`config.mk`:
```
export PLATFORM = sky130hd
export DESIGN_NAME = program_flow_unit_flat
export DESIGN_NICKNAME = d
export VERILOG_FILES = /design/src/rtl/program_flow_unit_if.sv /design/src/rtl/program_flow_unit.sv /design/src/flat_wrapper.sv
export SDC_FILE = /design/constraint.sdc
export NUM_CORES = 1
export LEC_CHECK = 0
export BUFFER_PORTS_ARGS = -buffer_cell sky130_fd_sc_hd__clkbuf_2
export CORE_MARGIN = 5
export CORE_UTILIZATION = 41
export CTS_BUF_LIST = sky130_fd_sc_hd__clkbuf_8
export DETAILED_ROUTE_END_ITERATION = 10
export SETUP_SLACK_MARGIN = 0.02
export SYNTH_ARGS = -nofsm -noshare
export SYNTH_HDL_FRONTEND = slang
export SYNTH_SLANG_ARGS = --single-unit
```
`constraint.sdc`:
```
create_clock -name clk -period 5.4 [get_ports clk]
set_input_delay 0.27 -clock clk [delete_from_list [all_inputs] [get_ports clk]]
set_output_delay 0.27 -clock clk [all_outputs]
set_load 0.05 [all_outputs]
```
`src/rtl/program_flow_unit_if.sv`:
```
// Command bus between the instruction sequencer and the program flow unit.
// The master issues cmd_valid/cmd plus operands; the slave answers with ready.
interface program_flow_unit_if #(
   parameter int I_ADDR_WIDTH = 10
);
   logic                    cmd_valid;
   logic [2:0]              cmd;
   logic [I_ADDR_WIDTH-1:0] offset;
   logic                    br_cond;
   logic [I_ADDR_WIDTH-1:0] vector;
   logic                    ready;

   modport master (
      output cmd_valid, cmd, offset, br_cond, vector,
      input  ready
   );

   modport slave (
      input  cmd_valid, cmd, offset, br_cond, vector,
      output ready
   );
endinterface

```
`src/rtl/program_flow_unit.sv`:
```
// Program counter sequencer with return stack, interrupt enable flag and
// sticky stack-fault detection; FAULT blocks all commands until err_clr.
module program_flow_unit #(
   parameter int I_ADDR_WIDTH = 10,
   parameter int STACK_DEPTH  = 4
) (
   input  logic                               clk,
   input  logic                               reset,
   program_flow_unit_if.slave                 cmd_bus,
   input  logic                               sei,
   input  logic                               cli,
   input  logic                               err_clr,
   output logic [I_ADDR_WIDTH-1:0]            program_counter,
   output logic                               irq_enable,
   output logic [$clog2(STACK_DEPTH+1)-1:0]   stack_level,
   output logic                               overflow,
   output logic                               underflow
);
   localparam int LW = $clog2(STACK_DEPTH + 1);
   localparam int PW = (STACK_DEPTH > 1) ? $clog2(STACK_DEPTH) : 1;
   localparam logic [LW-1:0] FULL_LEVEL = LW'(STACK_DEPTH);

   localparam logic [2:0] CMD_INC  = 3'd1;
   localparam logic [2:0] CMD_JMP  = 3'd2;
   localparam logic [2:0] CMD_BR   = 3'd3;
   localparam logic [2:0] CMD_CALL = 3'd4;
   localparam logic [2:0] CMD_RET  = 3'd5;
   localparam logic [2:0] CMD_RETI = 3'd6;
   localparam logic [2:0] CMD_ISR  = 3'd7;

   typedef enum logic {RUN, FAULT} state_t;

   state_t                  state, state_next;
   logic [I_ADDR_WIDTH-1:0] pc, pc_next, pc_inc, pc_rel, push_data, stack_top;
   logic [I_ADDR_WIDTH-1:0] stack_mem [STACK_DEPTH];
   logic [LW-1:0]           level, level_next;
   logic [PW-1:0]           top_idx;
   logic                    irq, irq_next, ovf, unf;
   logic                    accept, is_push, is_pop, push_ok, pop_ok;
   logic                    ovf_event, unf_event;

   // Command decode and stack bookkeeping shared by the state and datapath logic
   always_comb begin
      accept    = cmd_bus.cmd_valid && (state == RUN);
      is_push   = accept && ((cmd_bus.cmd == CMD_CALL) || (cmd_bus.cmd == CMD_ISR));
      is_pop    = accept && ((cmd_bus.cmd == CMD_RET) || (cmd_bus.cmd == CMD_RETI));
      push_ok   = is_push && (level != FULL_LEVEL);
      pop_ok    = is_pop && (level != '0);
      ovf_event = is_push && (level == FULL_LEVEL);
      unf_event = is_pop && (level == '0);
      pc_inc    = pc + I_ADDR_WIDTH'(1);
      pc_rel    = pc_inc + cmd_bus.offset;
      push_data = (cmd_bus.cmd == CMD_ISR) ? pc : pc_inc;
      top_idx   = (level == '0) ? '0 : PW'(level - LW'(1));
      stack_top = stack_mem[top_idx];
   end

   always_ff @(posedge clk or negedge reset) begin
      if (!reset) state <= RUN;
      else        state <= state_next;
   end

   always_comb begin
      state_next = state;
      case (state)
         RUN:     if (ovf_event || unf_event) state_next = FAULT;
         FAULT:   if (err_clr)                state_next = RUN;
         default: state_next = RUN;
      endcase
   end

   always_comb begin
      cmd_bus.ready   = (state == RUN);
      program_counter = pc;
      irq_enable      = irq;
      stack_level     = level;
      overflow        = ovf;
      underflow       = unf;
   end

   // A faulting push/pop leaves irq alone, so sei/cli are dropped that cycle too
   always_comb begin
      pc_next    = pc;
      level_next = level;
      irq_next   = irq;
      if ((state == RUN) && !ovf_event && !unf_event) begin
         if (cli)      irq_next = 1'b0;
         else if (sei) irq_next = 1'b1;
      end
      if (accept) begin
         case (cmd_bus.cmd)
            CMD_INC:  pc_next = pc_inc;
            CMD_JMP:  pc_next = pc_rel;
            CMD_BR:   pc_next = cmd_bus.br_cond ? pc_rel : pc_inc;
            CMD_CALL: if (push_ok) begin
               pc_next    = pc_rel;
               level_next = level + LW'(1);
            end
            CMD_ISR:  if (push_ok) begin
               pc_next    = cmd_bus.vector;
               irq_next   = 1'b0;
               level_next = level + LW'(1);
            end
            CMD_RET:  if (pop_ok) begin
               pc_next    = stack_top;
               level_next = level - LW'(1);
            end
            CMD_RETI: if (pop_ok) begin
               pc_next    = stack_top;
               irq_next   = 1'b1;
               level_next = level - LW'(1);
            end
            default: ;
         endcase
      end
   end

   always_ff @(posedge clk or negedge reset) begin
      if (!reset) begin
         pc    <= '0;
         level <= '0;
         irq   <= 1'b0;
         ovf   <= 1'b0;
         unf   <= 1'b0;
      end else begin
         pc    <= pc_next;
         level <= level_next;
         irq   <= irq_next;
         if (ovf_event)                      ovf <= 1'b1;
         else if ((state == FAULT) && err_clr) ovf <= 1'b0;
         if (unf_event)                      unf <= 1'b1;
         else if ((state == FAULT) && err_clr) unf <= 1'b0;
      end
   end

   // Stack contents are don't-care after reset, so the array carries no reset
   always_ff @(posedge clk) begin
      if (push_ok) stack_mem[PW'(level)] <= push_data;
   end
endmodule

```
`src/flat_wrapper.sv`:
```
// flat-port wrapper written by rule: the top's interface ports become plain ports
module program_flow_unit_flat 
#(
   parameter int I_ADDR_WIDTH = 10,
   parameter int STACK_DEPTH  = 4
)
  (clk, reset, sei, cli, err_clr, program_counter, irq_enable, stack_level, overflow, underflow, cmd_bus_cmd_valid, cmd_bus_cmd, cmd_bus_offset, cmd_bus_br_cond, cmd_bus_vector, cmd_bus_ready);
  program_flow_unit_if #(.I_ADDR_WIDTH(I_ADDR_WIDTH)) cmd_bus_i ();
  input  logic clk;
  input  logic reset;
  input  logic sei;
  input  logic cli;
  input  logic err_clr;
  output logic [I_ADDR_WIDTH-1:0] program_counter;
  output logic irq_enable;
  output logic [$clog2(STACK_DEPTH+1)-1:0] stack_level;
  output logic overflow;
  output logic underflow;
  input wire logic [$bits(cmd_bus_i.cmd_valid)-1:0] cmd_bus_cmd_valid;
  input wire logic [$bits(cmd_bus_i.cmd)-1:0] cmd_bus_cmd;
  input wire logic [$bits(cmd_bus_i.offset)-1:0] cmd_bus_offset;
  input wire logic [$bits(cmd_bus_i.br_cond)-1:0] cmd_bus_br_cond;
  input wire logic [$bits(cmd_bus_i.vector)-1:0] cmd_bus_vector;
  output wire logic [$bits(cmd_bus_i.ready)-1:0] cmd_bus_ready;
  assign cmd_bus_i.cmd_valid = cmd_bus_cmd_valid;
  assign cmd_bus_i.cmd = cmd_bus_cmd;
  assign cmd_bus_i.offset = cmd_bus_offset;
  assign cmd_bus_i.br_cond = cmd_bus_br_cond;
  assign cmd_bus_i.vector = cmd_bus_vector;
  assign cmd_bus_ready = cmd_bus_i.ready;
  program_flow_unit #(.I_ADDR_WIDTH(I_ADDR_WIDTH), .STACK_DEPTH(STACK_DEPTH)) u_core (.clk(clk), .reset(reset), .cmd_bus(cmd_bus_i), .sei(sei), .cli(cli), .err_clr(err_clr), .program_counter(program_counter), .irq_enable(irq_enable), .stack_level(stack_level), .overflow(overflow), .underflow(underflow));
endmodule
```
==> run metrics <==
core region area around 8200 um2; drc violations 0; Worst path max stage delay 0.86 ns; category of the worst setup path capture point flop; Crit path required time 5.61 ns; number of CTS-inserted buffers 9; final weighted congestion in routability-driven placement 0.807; max-cap violations 0; Final Hold Fails 0; pin count of the biggest net entering global routing 21; total of warnings raised by yosys 0; result of the run finished, final reports clean; number of top-level design ports 47; Post-Syn Instances 318; die area 10300 um2; wire length of the first global-routing pass 13400 um; number of I/O port buffers 46; global-route total usage across every layer between 10% and 20%; cells along the critical path inv_1, ha_1, ha_1, nor2_1, o21ai_0, a222oi_1, o21ai_0, mux2_2; buffer cell driving the clock tree root sky130_fd_sc_hd__clkbuf_8; leakage dissipation 1.54 nW; routed via count approximately 2500; Die H around 100 um; final-report setup violation count 0; highest-delay cell along the critical path sky130_fd_sc_hd__nor2_1; Startpoint Class flop; synth top area cells sky130_fd_sc_hd__edfxtp_1 (35%), sky130_fd_sc_hd__dfrtp_1 (12%), sky130_fd_sc_hd__ha_1 (6.2%); number of search-and-repair iterations in the first detailed-routing pass 4; DP Wirelength 6110 um; most frequent cells after synthesis sky130_fd_sc_hd__edfxtp_1 (40), sky130_fd_sc_hd__nand2_1 (32), sky130_fd_sc_hd__nor2_1 (22), sky130_fd_sc_hd__xnor2_1 (18); setup repair after global routing missed its margin false; top_reg_cell synth sky130_fd_sc_hd__edfxtp_1; WL/cell 17.1 um; Unique masters post-synth 51; share of post-route cells with drive strength above 1 20.5%; cell area power density 590 nW/um2; via count of the first global-routing pass between 2000 and 3000; CTS H-tree lvls 3; mean cell area of the mapped netlist 10.8 um2; Post-Route Hold Slack 0.119 ns; proportion of register bits with asynchronous set or reset after synthesis 29.8%; final count of pins violating max slew 0; number of buffers inserted to repair setup after CTS 0; highest clock rate around 280 MHz; clock transition at the register clock pins on the worst setup and hold paths after CTS 0.07 ns; worst slew margin relative to its limit 28.6%; initial standard-cell utilization of the core about two fifths; starting DRC count in detailed routing between 150 and 200; CTS tree built; Worst-Skew Late Latency ~0.34 ns; Max clock buf depth 2; data arrival time at the worst-slack endpoint approximately 3.8 ns; Post-Synthesis Net Count around 370; overall overflow remaining after global route 0; critical path fanouts, max 19; number of placement rows 33; Worst Path Class, Setup reg2reg; number of clock sinks seen by CTS 57; maximum resistive drop on vdd 0.311 mV; Post-synth EDFFs 40; class of the worst hold path in2reg; portion of synthesized cell area occupied by the leading cell type 35.1%; Final period util 65.6%; Post-layout nets a little over 400; number of antenna violations at the first check in global routing 0; final WL 8030 um; cell with the most instances after synthesis sky130_fd_sc_hd__edfxtp_1; library cell occupying the most area in the post-synthesis netlist sky130_fd_sc_hd__edfxtp_1; summed negative setup slack over all endpoints 0 ns; shortest period the worst path allows between 3 and 4 ns; Post-Route Skew approximately 0.012 ns; netlist area before placement ~3400 um2; routed via count divided by cell count 5.42; Seq/Total Area, Yosys 47.5%; die width 101 um; Tightest Pin Transition roughly 1.1 ns; final antenna diode count 0; remaining antenna violation count 0; flops & latches, synth 57; area delta synth->final 13.5%
## metrics by stage
step	utilization [%]	worst slack, ns	power [mW]	cell area, um2	cells
CTS	47.5	1.82	2.30	3880	470
global placement	45.4	1.98	1.95	3710	453
floorplan	-	2.13	1.68	3420	318
global route	47.5	1.50	2.46	3880	470
detailed placement	45.4	1.85	1.96	3710	453
finish	47.5	1.86	2.29	3880	470
## final cells by class
| cell class | count | area, um2 |
|---|---|---|
| clock buffers | 9 | 124 |
| flip-flops and latches | 57 | 1630 |
| repair buffers | 48 | 248 |
| clock inverters | 7 | 38.8 |
| multi-input cells | 238 | 1690 |
| fillers | 767 | 4290 |
| well taps | 105 | 131 |
| inverters | 6 | 22.5 |
## cell usage in the layout, fill, tap and decap left out, types with 3 or more instances in the layout
cell type / Yosys / routed
sky130_fd_sc_hd__a31oi_1: 5 / 5
sky130_fd_sc_hd__a21oi_1: 13 / 13
sky130_fd_sc_hd__mux2i_1: 9 / 9
sky130_fd_sc_hd__clkbuf_2: 0 / 46
sky130_fd_sc_hd__and3_1: 3 / 3
sky130_fd_sc_hd__clkinv_2: 0 / 3
sky130_fd_sc_hd__a211oi_1: 5 / 5
sky130_fd_sc_hd__xnor2_1: 18 / 18
sky130_fd_sc_hd__o211ai_1: 4 / 4
sky130_fd_sc_hd__inv_1: 6 / 7
sky130_fd_sc_hd__o21ai_0: 16 / 16
sky130_fd_sc_hd__o31ai_1: 3 / 3
sky130_fd_sc_hd__nand2_1: 32 / 32
sky130_fd_sc_hd__a32o_1: 4 / 4
sky130_fd_sc_hd__nor3_1: 4 / 4
sky130_fd_sc_hd__dfrtp_1: 17 / 17
sky130_fd_sc_hd__mux2_2: 11 / 11
sky130_fd_sc_hd__nand2b_1: 3 / 3
sky130_fd_sc_hd__a22o_1: 4 / 4
sky130_fd_sc_hd__a222oi_1: 4 / 4
sky130_fd_sc_hd__and2_1: 5 / 5
sky130_fd_sc_hd__nor2_1: 22 / 22
sky130_fd_sc_hd__edfxtp_1: 40 / 40
sky130_fd_sc_hd__clkbuf_8: 0 / 9
sky130_fd_sc_hd__nor2b_1: 6 / 6
sky130_fd_sc_hd__nand3_1: 10 / 10
sky130_fd_sc_hd__ha_1: 17 / 17
sky130_fd_sc_hd__xor2_1: 9 / 9
sky130_fd_sc_hd__a21o_1: 6 / 6
## state kept, by name, indices dropped and copies added (netlist names)
| name | flops |
|---|---|
| u_core.stack_mem | 40 |
| u_core.program_counter | 10 |
| u_core.stack_level | 3 |
| u_core.irq_enable | 1 |
| u_core.overflow | 1 |
| u_core.state | 1 |
| u_core.underflow | 1 |
## logic make-up (layout without fill, tap and decap cells)
logic type / count (synthesis) / count (layout) / synth area share (%)
AND/OR/NAND/NOR: 95 / 95 / 13.3
AO/OA/AOI/OAI: 78 / 78 / 16.2
flip-flops: 57 / 57 / 47.5
XOR/XNOR: 27 / 27 / 6.91
buffers and inverters: 23 / 70 / 3.03
multiplexers: 20 / 20 / 6.25
adder cells (fa/ha/maj): 18 / 18 / 6.80
## path summary, 6_finish.rpt
kind / start / end / slack (ns) / cells past startpoint
hold reg to reg: u_core.underflow$_DFFE_PN0P_ / u_core.underflow$_DFFE_PN0P_ / 0.50 / 1
setup / recovery: u_core.stack_level[0]$_DFFE_PN0P_ / u_core.program_counter[3]$_DFFE_PN0P_ / 1.86 / 8
hold / removal: err_clr / u_core.state$_DFF_PN0_ / 0.12 / 2
min in group asynchronous: reset / u_core.state$_DFF_PN0_ / 0.42 / 2
setup reg to reg: u_core.stack_level[0]$_DFFE_PN0P_ / u_core.program_counter[3]$_DFFE_PN0P_ / 1.86 / 8
max in group asynchronous: reset / u_core.program_counter[1]$_DFFE_PN0P_ / 4.63 / 2
## report_power, final
| part | switching (mW) | total (mW) | internal [mW] |
|---|---|---|---|
| sequential | 0.125 | 0.730 | 0.604 |
| clock | 0.174 | 0.335 | 0.161 |
| combinational | 0.784 | 1.23 | 0.442 |
| total | 1.08 | 2.29 | 1.21 |
## critical path: cells and delay by family (launching register included)
family	cells	cell delay, ns
adder cells (fa/ha/maj)	2	0.57
buffers and inverters	1	0.15
multiplexers	1	0.28
AND/OR/NAND/NOR	1	0.86
flip-flops	1	0.81
AO/OA/AOI/OAI	3	0.75
## timing repair
| item | in CTS | in global routing |
|---|---|---|
| hold buffers | 1 | 0 |
| hold endpoints to repair | 17 | 0 |
| endpoints found under the setup margin | 0 | 0 |
| resized for setup | 0 | 0 |
## per-layer routing
layer	track usage, %	vias up	part of all wire [%]
met1	23.6	1194	47
met5	0	-	0
met2	26.4	62	47
met4	6.44	0	1.7
met3	3.17	15	4.5
li1	-	1276	-
Note: power is estimated with default switching activity, not from simulation.
